==> src/rtl/decode_hazard_branch_unit_pkg.sv <==
// Shared decode constants for the D-stage hazard/branch helper.
package decode_hazard_branch_unit_pkg;

  localparam int unsigned XLEN    = 32;
  localparam int unsigned OP_W    = 6;
  localparam int unsigned REG_W   = 5;
  localparam int unsigned TIMING_W = 2;

  // Primary opcodes
  localparam logic [OP_W-1:0] OP_SPECIAL = 6'h00;
  localparam logic [OP_W-1:0] OP_REGIMM  = 6'h01;
  localparam logic [OP_W-1:0] OP_J       = 6'h02;
  localparam logic [OP_W-1:0] OP_JAL     = 6'h03;
  localparam logic [OP_W-1:0] OP_BEQ     = 6'h04;
  localparam logic [OP_W-1:0] OP_BNE     = 6'h05;
  localparam logic [OP_W-1:0] OP_BLEZ    = 6'h06;
  localparam logic [OP_W-1:0] OP_BGTZ    = 6'h07;
  localparam logic [OP_W-1:0] OP_ADDI    = 6'h08;
  localparam logic [OP_W-1:0] OP_ADDIU   = 6'h09;
  localparam logic [OP_W-1:0] OP_SLTI    = 6'h0A;
  localparam logic [OP_W-1:0] OP_SLTIU   = 6'h0B;
  localparam logic [OP_W-1:0] OP_ANDI    = 6'h0C;
  localparam logic [OP_W-1:0] OP_ORI     = 6'h0D;
  localparam logic [OP_W-1:0] OP_XORI    = 6'h0E;
  localparam logic [OP_W-1:0] OP_LUI     = 6'h0F;
  localparam logic [OP_W-1:0] OP_COP0    = 6'h10;
  localparam logic [OP_W-1:0] OP_LB      = 6'h20;
  localparam logic [OP_W-1:0] OP_LH      = 6'h21;
  localparam logic [OP_W-1:0] OP_LW      = 6'h23;
  localparam logic [OP_W-1:0] OP_LBU     = 6'h24;
  localparam logic [OP_W-1:0] OP_LHU     = 6'h25;
  localparam logic [OP_W-1:0] OP_SB      = 6'h28;
  localparam logic [OP_W-1:0] OP_SH      = 6'h29;
  localparam logic [OP_W-1:0] OP_SW      = 6'h2B;

  // SPECIAL funct codes
  localparam logic [5:0] FN_SLL   = 6'h00;
  localparam logic [5:0] FN_SRL   = 6'h02;
  localparam logic [5:0] FN_SRA   = 6'h03;
  localparam logic [5:0] FN_SLLV  = 6'h04;
  localparam logic [5:0] FN_SRLV  = 6'h06;
  localparam logic [5:0] FN_SRAV  = 6'h07;
  localparam logic [5:0] FN_JR    = 6'h08;
  localparam logic [5:0] FN_JALR  = 6'h09;
  localparam logic [5:0] FN_MOVZ  = 6'h0A;
  localparam logic [5:0] FN_MOVN  = 6'h0B;
  localparam logic [5:0] FN_MFHI  = 6'h10;
  localparam logic [5:0] FN_MTHI  = 6'h11;
  localparam logic [5:0] FN_MFLO  = 6'h12;
  localparam logic [5:0] FN_MTLO  = 6'h13;
  localparam logic [5:0] FN_MULT  = 6'h18;
  localparam logic [5:0] FN_MULTU = 6'h19;
  localparam logic [5:0] FN_DIV   = 6'h1A;
  localparam logic [5:0] FN_DIVU  = 6'h1B;
  localparam logic [5:0] FN_ADD   = 6'h20;
  localparam logic [5:0] FN_ADDU  = 6'h21;
  localparam logic [5:0] FN_SUB   = 6'h22;
  localparam logic [5:0] FN_SUBU  = 6'h23;
  localparam logic [5:0] FN_AND   = 6'h24;
  localparam logic [5:0] FN_OR    = 6'h25;
  localparam logic [5:0] FN_XOR   = 6'h26;
  localparam logic [5:0] FN_NOR   = 6'h27;
  localparam logic [5:0] FN_SLT   = 6'h2A;
  localparam logic [5:0] FN_SLTU  = 6'h2B;

  // REGIMM branch selectors carried in the rt field
  localparam logic [REG_W-1:0] RT_BLTZ   = 5'd0;
  localparam logic [REG_W-1:0] RT_BGEZ   = 5'd1;
  localparam logic [REG_W-1:0] RT_BLTZAL = 5'd16;
  localparam logic [REG_W-1:0] RT_BGEZAL = 5'd17;

  // COP0 move selectors carried in the rs field
  localparam logic [REG_W-1:0] RS_MFC0 = 5'd0;
  localparam logic [REG_W-1:0] RS_MTC0 = 5'd4;

  // Tuse: stage offset from D at which an operand is consumed
  localparam logic [TIMING_W-1:0] TUSE_D    = 2'd0;
  localparam logic [TIMING_W-1:0] TUSE_E    = 2'd1;
  localparam logic [TIMING_W-1:0] TUSE_M    = 2'd2;
  localparam logic [TIMING_W-1:0] TUSE_NONE = 2'd3;

  // Tnew: stage offset from D at which the result becomes forwardable
  localparam logic [TIMING_W-1:0] TNEW_D = 2'd0;
  localparam logic [TIMING_W-1:0] TNEW_E = 2'd1;
  localparam logic [TIMING_W-1:0] TNEW_M = 2'd2;

  // Three-operand R-type ALU ops (rs and rt both read in E)
  function automatic logic is_r_alu(input logic [5:0] funct);
    case (funct)
      FN_ADD, FN_ADDU, FN_SUB, FN_SUBU, FN_AND, FN_OR,
      FN_XOR, FN_NOR, FN_SLT, FN_SLTU: is_r_alu = 1'b1;
      default:                         is_r_alu = 1'b0;
    endcase
  endfunction

endpackage

==> src/rtl/decode_hazard_branch_unit_branch_cond_eval.sv <==
// Signed branch-condition evaluation on forwarded D-stage operands.
module branch_cond_eval
  import decode_hazard_branch_unit_pkg::*;
(
  input  logic [OP_W-1:0]  op_i,
  input  logic [REG_W-1:0] rt_i,
  input  logic [XLEN-1:0]  rdata1_i,
  input  logic [XLEN-1:0]  rdata2_i,
  output logic             if_br_o
);

  logic lt_zero;
  logic eq_zero;

  // Sign bit and zero test give all signed compares against zero
  assign lt_zero = rdata1_i[XLEN-1];
  assign eq_zero = (rdata1_i == XLEN'(0));

  // Select the condition for the decoded branch; non-branches never take
  always_comb begin
    if_br_o = 1'b0;
    case (op_i)
      OP_BEQ:  if_br_o = (rdata1_i == rdata2_i);
      OP_BNE:  if_br_o = (rdata1_i != rdata2_i);
      OP_BLEZ: if_br_o = lt_zero | eq_zero;
      OP_BGTZ: if_br_o = ~lt_zero & ~eq_zero;
      OP_REGIMM: begin
        case (rt_i)
          RT_BLTZ, RT_BLTZAL: if_br_o = lt_zero;
          RT_BGEZ, RT_BGEZAL: if_br_o = ~lt_zero;
          default:            if_br_o = 1'b0;
        endcase
      end
      default: if_br_o = 1'b0;
    endcase
  end

endmodule

==> src/rtl/decode_hazard_branch_unit.sv <==
// D-stage helper: hazard timing classification, branch condition and
// conditional write-enable. Purely combinational; clk/reset are unused.
module decode_hazard_branch_unit
  import decode_hazard_branch_unit_pkg::*;
(
  input  logic        clk,
  input  logic        reset,
  input  logic [31:0] instr,
  input  logic [31:0] rdata1,
  input  logic [31:0] rdata2,
  output logic        if_br,
  output logic        if_cdt_we,
  output logic [1:0]  tuse1,
  output logic [1:0]  tuse2,
  output logic [1:0]  tnew,
  output logic [4:0]  read_a1,
  output logic [4:0]  read_a2
);

  logic [OP_W-1:0]  op;
  logic [REG_W-1:0] rs;
  logic [REG_W-1:0] rt;
  logic [5:0]       funct;
  logic             unused_ok;

  assign op    = instr[31:26];
  assign rs    = instr[25:21];
  assign rt    = instr[20:16];
  assign funct = instr[5:0];

  // rd/shamt/immediate bits and the clock/reset pins carry no meaning here
  assign unused_ok = &{1'b0, clk, reset, instr[15:6]};

  branch_cond_eval u_branch_cond_eval (
    .op_i     (op),
    .rt_i     (rt),
    .rdata1_i (rdata1),
    .rdata2_i (rdata2),
    .if_br_o  (if_br)
  );

  // Conditional writes: movz/movn test rt, linking branches write when taken
  always_comb begin
    if_cdt_we = 1'b0;
    case (op)
      OP_SPECIAL: begin
        if (funct == FN_MOVZ)      if_cdt_we = (rdata2 == 32'd0);
        else if (funct == FN_MOVN) if_cdt_we = (rdata2 != 32'd0);
      end
      OP_REGIMM: begin
        if ((rt == RT_BLTZAL) || (rt == RT_BGEZAL)) if_cdt_we = if_br;
      end
      default: if_cdt_we = 1'b0;
    endcase
  end

  // Tuse/Tnew table; anything unrecognised reads nothing and writes nothing
  always_comb begin
    tuse1 = TUSE_NONE;
    tuse2 = TUSE_NONE;
    tnew  = TNEW_D;
    case (op)
      OP_SPECIAL: begin
        if (is_r_alu(funct)) begin
          tuse1 = TUSE_E;
          tuse2 = TUSE_E;
          tnew  = TNEW_E;
        end else begin
          case (funct)
            FN_SLL, FN_SRL, FN_SRA: begin
              tuse2 = TUSE_E;
              tnew  = TNEW_E;
            end
            FN_SLLV, FN_SRLV, FN_SRAV: begin
              tuse1 = TUSE_E;
              tuse2 = TUSE_E;
              tnew  = TNEW_E;
            end
            FN_JR: tuse1 = TUSE_D;
            FN_JALR: begin
              tuse1 = TUSE_D;
              tnew  = TNEW_D;
            end
            FN_MOVZ, FN_MOVN: begin
              tuse1 = TUSE_D;
              tuse2 = TUSE_D;
              tnew  = TNEW_E;
            end
            FN_MFHI, FN_MFLO: tnew = TNEW_E;
            FN_MTHI, FN_MTLO: tuse1 = TUSE_E;
            FN_MULT, FN_MULTU, FN_DIV, FN_DIVU: begin
              tuse1 = TUSE_E;
              tuse2 = TUSE_E;
            end
            default: ;
          endcase
        end
      end
      OP_REGIMM: begin
        case (rt)
          RT_BLTZ, RT_BGEZ, RT_BLTZAL, RT_BGEZAL: tuse1 = TUSE_D;
          default: ;
        endcase
      end
      OP_BEQ, OP_BNE: begin
        tuse1 = TUSE_D;
        tuse2 = TUSE_D;
      end
      OP_BLEZ, OP_BGTZ: tuse1 = TUSE_D;
      OP_ADDI, OP_ADDIU, OP_SLTI, OP_SLTIU, OP_ANDI, OP_ORI, OP_XORI: begin
        tuse1 = TUSE_E;
        tnew  = TNEW_E;
      end
      // lui has no source register; its result is ready in D
      OP_LUI: tnew = TNEW_D;
      OP_LB, OP_LH, OP_LW, OP_LBU, OP_LHU: begin
        tuse1 = TUSE_E;
        tnew  = TNEW_M;
      end
      OP_SB, OP_SH, OP_SW: begin
        tuse1 = TUSE_E;
        tuse2 = TUSE_M;
      end
      OP_COP0: begin
        if (rs == RS_MFC0)      tnew  = TNEW_M;
        else if (rs == RS_MTC0) tuse2 = TUSE_M;
      end
      default: ;
    endcase
  end

  // Only registers actually read are reported to the stall unit
  assign read_a1 = (tuse1 != TUSE_NONE) ? rs : 5'd0;
  assign read_a2 = (tuse2 != TUSE_NONE) ? rt : 5'd0;

endmodule

==> config.mk <==
export PLATFORM = sky130hd
export DESIGN_NAME = decode_hazard_branch_unit
export DESIGN_NICKNAME = d
export VERILOG_FILES = /design/src/rtl/decode_hazard_branch_unit_pkg.sv /design/src/rtl/decode_hazard_branch_unit_branch_cond_eval.sv /design/src/rtl/decode_hazard_branch_unit.sv
export SDC_FILE = /design/constraint.sdc
export NUM_CORES = 1
export LEC_CHECK = 0
export ABC_CLOCK_PERIOD_IN_PS = 1350
export BUFFER_PORTS_ARGS = -buffer_cell sky130_fd_sc_hd__buf_2
export CAP_MARGIN = 20
export CORE_ASPECT_RATIO = 1.25
export CORE_MARGIN = 5
export CORE_UTILIZATION = 33
export DETAILED_ROUTE_END_ITERATION = 7
export MAX_ROUTING_LAYER = met4
export PLACE_DENSITY = 0.91
export SLEW_MARGIN = 15
export SYNTH_ARGS = -nofsm -noshare
export SYNTH_HDL_FRONTEND = slang
export SYNTH_SLANG_ARGS = --single-unit
==> constraint.sdc <==
create_clock -name vclk -period 1.35
set_input_delay 0.135 -clock vclk [all_inputs]
set_output_delay 0.135 -clock vclk [all_outputs]
set_load 0.1 [all_outputs]
==> results of run 1 <==
through the flow:
stage          cell area, um^2  setup TNS [ns]  hold WS, ns  setup WS, ns  cells
3_3_place_gp              2380           -7.24        0.657        -0.523    345
2_1_floorplan             1260           -5.59        0.487        -0.525    161
5_1_grt                   2930           -8.24        0.652        -0.567    349
6_report                  2930           -7.58        0.641        -0.541    349
3_5_place_dp              2380           -8.06        0.660        -0.635    345
4_1_cts                   2700           -6.61        0.641        -0.444    348
worst max-delay path: cells and delay by family:
family / cells / cell delay (ns)
xor+xnor: 1 / 0.16
buf+inv: 2 / 0.34
compound gates: 1 / 0.27
simple gates: 3 / 0.84
metal layers:
metal	up-vias	wire, um	GRT usage
li1	914	-	-
met1	1052	2820	0.367
met2	293	4630	0.633
met3	126	1310	0.0625
met4	0	1160	0.173
met5	-	0	-
path summary, 6_finish.rpt:
kind	start	to	cells after the start
worst max-delay path	rdata2[8]	if_cdt_we	7
worst min-delay path	instr[21]	read_a1[0]	3
timing repair:
item / 4_1_cts / 5_1_grt
resized for setup: 64 / 45
endpoints found under the setup margin: 18 / 18
gates cloned: 0 / 1
setup buffers: 3 / 1
pin swaps: 26 / 25
logic make-up (layout without fill, tap and decap cells):
logic type / after synthesis / in the layout / share of synthesized area
AOI/OAI and AO/OA: 28 / 28 / 0.191
xor gates and xnor gates: 35 / 35 / 0.283
buffers and inverters: 12 / 163 / 0.0600
muxes: 1 / 1 / 0.00924
and+or+nand+nor: 85 / 85 / 0.457
layout by cell type, fill, tap and decap left out, types with 2 or more instances in the layout:
| cell type | n |
|---|---|
| sky130_fd_sc_hd__a21oi_1 | 3 |
| sky130_fd_sc_hd__a21oi_2 | 2 |
| sky130_fd_sc_hd__a221o_4 | 2 |
| sky130_fd_sc_hd__a31oi_1 | 2 |
| sky130_fd_sc_hd__and2_4 | 10 |
| sky130_fd_sc_hd__buf_12 | 22 |
| sky130_fd_sc_hd__buf_2 | 68 |
| sky130_fd_sc_hd__buf_4 | 39 |
| sky130_fd_sc_hd__buf_6 | 22 |
| sky130_fd_sc_hd__buf_8 | 4 |
| sky130_fd_sc_hd__inv_1 | 5 |
| sky130_fd_sc_hd__inv_2 | 2 |
| sky130_fd_sc_hd__nand2_1 | 7 |
| sky130_fd_sc_hd__nand2b_1 | 2 |
| sky130_fd_sc_hd__nand3_1 | 6 |
| sky130_fd_sc_hd__nand4_1 | 6 |
| sky130_fd_sc_hd__nand4b_1 | 2 |
| sky130_fd_sc_hd__nor2_1 | 6 |
| sky130_fd_sc_hd__nor2_2 | 2 |
| sky130_fd_sc_hd__nor2_4 | 3 |
| sky130_fd_sc_hd__nor2b_1 | 2 |
| sky130_fd_sc_hd__nor3_4 | 3 |
| sky130_fd_sc_hd__nor4_1 | 12 |
| sky130_fd_sc_hd__nor4_2 | 8 |
| sky130_fd_sc_hd__nor4_4 | 5 |
| sky130_fd_sc_hd__o21ai_0 | 3 |
| sky130_fd_sc_hd__o21ai_4 | 2 |
| sky130_fd_sc_hd__or4_4 | 3 |
| sky130_fd_sc_hd__xor2_1 | 30 |
| sky130_fd_sc_hd__xor2_2 | 2 |
power by group:
group	internal (mW)	leakage (nW)	switching, mW	total [mW]
clock	0	0	0	0
combinational	0.517	1.30	0.675	1.19
sequential	0	0	0	0
final cells by class:
class	count	area, um^2	area share
inverters	7	26.3	0.00897
multi-input cells	149	1450	0.495
well taps	37	46.3	0.0158
repair buffers	156	1410	0.480
==> metrics.md, run 1 <==
| Metric | Value |
|---|---|
| Total number of sequential cells | `0` |
| Unique cell type count in the Yosys netlist | `42` |
| Slowest cell on crit path | `sky130_fd_sc_hd__nor4_1` |
| Final setup viols | `18` |
| RD Place Congestion | `0.976` |
| Worst-case vdd ir drop | `about 0.35 mV` |
| Layout cells sized above 1 | `0.699` |
| Crit path required time | `1.22 ns` |
| Buffers added on ports | `approximately 100` |
| Violations in the final reports | `setup timing` |
| Status | `finished, violations left` |
| Total vias in the final route | `2,385` |
| Worst Setup End Kind | `primary output` |
| Sequential cell area fraction in the yosys report | `0` |
| Average wire per cell in the routed design | `28.4 um` |
| Pleak | `1.30 nW` |
| Max cap viols | `0` |
| Critical path peak fanout | `2` |
| Commonest cells in the netlist | `sky130_fd_sc_hd__xor2_1 (33), sky130_fd_sc_hd__nor4_1 (25), sky130_fd_sc_hd__and2_1 (10), sky130_fd_sc_hd__nor2_1 (10), sky130_fd_sc_hd__nand2_1 (8)` |
| Post-Syn Area per Cell | `slightly below 7 um^2` |
| Register Area | `0 um^2` |
| DR iter-0 viols | `147` |
| Antenna cell count | `0` |
| Shortest period the worst path allows | `around 1.9 ns` |
| HPWL after DPL | `5.38 mm` |
| Number of clock-tree buffers in the layout | `0` |
| Remaining antenna violation count | `0` |
| Rel. slew slack | `0.692` |
| # nets final | `412` |
| Area of the die | `4540 um^2` |
| Most common cell in the netlist | `sky130_fd_sc_hd__xor2_1` |
| Class of the tightest hold or removal check | `input pin to primary output` |
| Kind of start point of the critical path | `input pin` |
| Synthesized instance count | `161` |
| Top achievable clock speed | `0.529 GHz` |
| Cell-by-cell trace of the critical path | `buf_2, nor4_1, nand4_1, nor2_1, xnor2_1, o32ai_4, buf_12` |
| Wire length after detailed routing | `9.91 mm` |
| Type of the worst setup path | `input pin to primary output` |
| Detailed Routing Iterations Pass 1 | `5` |
| Cell taking the most area after synthesis | `sky130_fd_sc_hd__xor2_1` |
| First-pass GRT wire length | `around 12 mm` |
| Synthesized net count | `259` |
| Synthesized cell area | `around 1100 um^2` |
| Boundary Pins | `approximately 120` |
| Std cell rows | `23` |
| Synthesis Warnings | `0` |
| Cell Pwr Density | `407 nW/um^2` |
| Final worst path period share | `1.40` |
| Total power of the final layout | `1.19 mW` |
| Via density | `6.83` |
| Layout Utilization | `0.917` |
| Layout overhead on the synthesized area | `170%` |
| Antenna violations before repair | `0` |
| Total gr overflow | `0` |
| Arrival time worst endpoint | `1.76 ns` |
| Crit path largest cell delay | `0.45 ns` |
| Share of the synthesized area in the top cell type | `0.267` |
| Width of the chip | `61.3 um` |
| Global-route total usage across every layer | `0.357` |
| Unrepaired setup endpoints after global routing | `true` |
| Via count of the first global-routing pass | `~2,300` |
| Measured slew at the worst slew-check pin | `0.458 ns` |
| Quantity of hold-fixing buffers added after cts | `0` |
| Maximum number of pins on one net before global-route repair | `10` |
| Area of the placeable core | `3190 um^2` |
| Die outline height | `between 70 and 80 um` |
| Cell types occupying the most area after synthesis | `sky130_fd_sc_hd__xor2_1 (27%), sky130_fd_sc_hd__nor4_1 (14%), sky130_fd_sc_hd__and2_1 (5.8%), sky130_fd_sc_hd__nand4_1 (3.5%), sky130_fd_sc_hd__nor2_1 (3.5%)` |
| Pins over their slew limit | `0` |
| Minimum setup slack in the final design | `-0.541 ns` |
| Number of design rule violations left after detail routing | `0` |
| Effective utilization at floorplan | `0.339` |
| Number of fill cells in the layout | `117` |
| Hold Fails Final Rpt | `0` |
Power figures use the tool's default switching activity.
==> inputs of run 2 (changes only) <==
- CELL_PAD_IN_SITES_DETAIL_PLACEMENT: default -> 1
- CELL_PAD_IN_SITES_GLOBAL_PLACEMENT: default -> 2
- CORE_UTILIZATION: 33 -> 14
- PLACE_DENSITY: 0.91 -> 0.89
==> run 2 against run 1 <==
Against the previous run:
- the run still ends with setup timing left
- core utilization decreased by 53 points
- hold slack better by 0.021 ns
- sequential share of layout area unchanged
- non-clock buffer count shrank 3
- global-route usage down 22 points
- clock-buffer cell count stayed put
- first-iteration DRC count fell by 80%
- sequential cell count unchanged
- largest cell class unchanged
==> metrics.md, run 2 (same netlist as run 1, synthesis figures left out) <==
| Metric | Value |
|---|---|
| Hold Fails Final Rpt | `0 (unchanged)` |
| Via count of the first global-routing pass | `2,143 (-7.4%)` |
| Number of clock-tree buffers in the layout | `0 (unchanged)` |
| Crit path largest cell delay | `0.56 ns (+0.11 ns)` |
| Pleak | `1.26 nW (-2.7%)` |
| Die outline height | `108 um (+46%)` |
| Sequential cell fraction of total power | `0 (unchanged)` |
| Buf/Inv on CP | `2 (unchanged)` |
| Worst Setup End Kind | `primary output` |
| Number of design rule violations left after detail routing | `0 (unchanged)` |
| Most common library cell in the layout ignoring fill and taps | `sky130_fd_sc_hd__buf_2` |
| Std cell rows | `36 (+57%)` |
| Number of fill cells in the layout | `892 (+660%)` |
| Max cap viols | `0 (unchanged)` |
| Arrival time worst endpoint | `1.67 ns (-0.09 ns)` |
| Share of total power in the clock network | `0 (unchanged)` |
| Layout Utilization | `0.385 (-0.532)` |
| Unrepaired setup endpoints after global routing | `true` |
| Detailed Routing Iterations Pass 1 | `4 (-1)` |
| Effective utilization at floorplan | `0.142 (-0.198)` |
| Antenna cell count | `0 (unchanged)` |
| Multi-input gate area in the final layout | `1460 um^2 (+0.43%)` |
| Critical path peak fanout | `5 (+3)` |
| Cell-by-cell trace of the critical path | `buf_6, or4_4, nor2_4, nor3_4, a211o_4, nand2_4, and2_4, buf_12` |
| Slowest cell on crit path | `sky130_fd_sc_hd__or4_4` |
| Share of power burned in combinational logic | `1.000 (about the same)` |
| Layout overhead on the synthesized area | `172%` |
| NetSw | `0.584 mW (-13%)` |
| Layout cells sized above 1 | `0.702 (+0.00355)` |
| Area of the die | `9610 um^2 (+110%)` |
| Antenna violations before repair | `0 (unchanged)` |
| Quantity of hold-fixing buffers added after cts | `0 (unchanged)` |
| Status | `finished, violations left` |
| Area of the placeable core | `7660 um^2 (+140%)` |
| First-pass GRT wire length | `10.1 mm (-13%)` |
| # nets final | `409 (-0.73%)` |
| Cell type group with the largest total delay on the critical path | `simple AND/OR/NAND/NOR gates` |
| Violations in the final reports | `setup timing` |
| Width of the chip | `88.7 um (+45%)` |
| Via density | `4.59 (-33%)` |
| Class of the tightest hold or removal check | `input pin to primary output` |
| DR iter-0 viols | `30 (-80%)` |
| HPWL after DPL | `5.68 mm (+5.7%)` |
| Remaining antenna violation count | `0 (unchanged)` |
| Shortest period the worst path allows | `1.81 ns (-0.0825 ns)` |
| Count of cell instances traversed by the critical path | `8 (+1)` |
| Post-Route Setup TNS | `-6.53 ns (+1.05 ns)` |
| Crit path required time | `1.22 ns (about the same)` |
| Total number of sequential cells | `0 (unchanged)` |
| Kind of start point of the critical path | `input pin` |
| Internal Pwr Total | `0.497 mW (-3.9%)` |
| Global-route total usage across every layer | `0.134 (-0.222)` |
| Non-Filler Instances | `404 (+16%)` |
| Instance count along the most critical hold path | `3 (unchanged)` |
| DP Cell Count | `400 (+16%)` |
| Final worst path period share | `1.34 (-0.0611)` |
| Total gr overflow | `0 (unchanged)` |
| Rel. slew slack | `0.772 (+0.0803)` |
| Most used cells in the layout excluding fill and tap cells | `sky130_fd_sc_hd__buf_2 (63), sky130_fd_sc_hd__buf_4 (42), sky130_fd_sc_hd__xor2_1 (28), sky130_fd_sc_hd__buf_6 (25), sky130_fd_sc_hd__buf_12 (18)` |
| Wire length after detailed routing | `6.65 mm (-33%)` |
| Top achievable clock speed | `0.553 GHz (+4.6%)` |
| Register Area | `0 um^2 (unchanged)` |
| Pins over their slew limit | `0 (unchanged)` |
| Worst-case vdd ir drop | `0.247 mV (-30%)` |
| RD Place Congestion | `0.918 (-6.0%)` |
| Boundary Pins | `116 (unchanged)` |
| Type of the worst setup path | `input pin to primary output` |
| Average wire per cell in the routed design | `16.5 um (-42%)` |
| Minimum setup slack in the final design | `-0.458 ns (+0.0825 ns)` |
| Buffers added on ports | `104 (unchanged)` |
| Maximum number of pins on one net before global-route repair | `10 (unchanged)` |
| Measured slew at the worst slew-check pin | `0.341 ns (-0.117 ns)` |
| Final setup viols | `17 (-1)` |
| Cell Pwr Density | `367 nW/um^2 (-10%)` |
| Total vias in the final route | `1,853 (-22%)` |
| Sw Ratio | `0.541 (-0.0258)` |
==> run 2: changes by cell type in the layout (fill, tap and decap cells not counted), sizes merged <==
cell,change
buf,-2
clkbuf,-1
==> run 2: repair_timing <==
item                                   4_1_cts  5_1_grt
pin swaps                                   29       21
endpoints found under the hold margin        0        0
setup endpoints to repair                   18       18
resized for setup                           68       44
buffers inserted                             3        6
==> run 2: cell type report <==
cell class / count / area share
inverters: 7 / 0.00891
multi-input cells: 149 / 0.494
repair buffers: 153 / 0.457
well taps: 95 / 0.0403
==> run 2: worst min-delay path, cell delays in order <==
cell                     delay [ns]
sky130_fd_sc_hd__buf_2         0.09
sky130_fd_sc_hd__and2_4        0.14
sky130_fd_sc_hd__buf_12        0.16
==> run 2: power groups by stage <==
stage / Clock (mW) / Sequential, mW / Combinational [mW]
final: 0 / 0 / 1.08
after global placement: 0 / 0 / 0.893
after CTS: 0 / 0 / 1.02
after global routing: 0 / 0 / 1.14
after floorplan: 0 / 0 / 0.463
after detailed placement: 0 / 0 / 0.910
==> run 2: layer usage <==
layer / part of all wire / vias to the layer above / wire [um] / global-route usage
li1: - / 903 / - / -
met1: 0.36 / 880 / 2410 / 0.148
met2: 0.58 / 66 / 3830 / 0.269
met3: 0.053 / 4 / 350 / 0.00534
met4: 0.0084 / 0 / 56 / 0.00972
met5: 0 / - / 0 / -
==> run 2: worst paths after layout <==
kind	start	end	slack (ns)
setup / recovery	instr[21]	read_a2[2]	-0.46
hold / removal	instr[24]	read_a1[3]	0.66
==> run 2: stage by stage <==
stage	worst slack, ns	instance area, um^2	power, mW	hold WS (ns)
floorplan	-0.525	1260	0.463	0.487
detailed placement	-0.599	2420	0.910	0.661
global route	-0.506	2950	1.14	0.668
global placement	-0.612	2420	0.893	0.658
CTS	-0.443	2730	1.02	0.663
finish	-0.458	2950	1.08	0.661
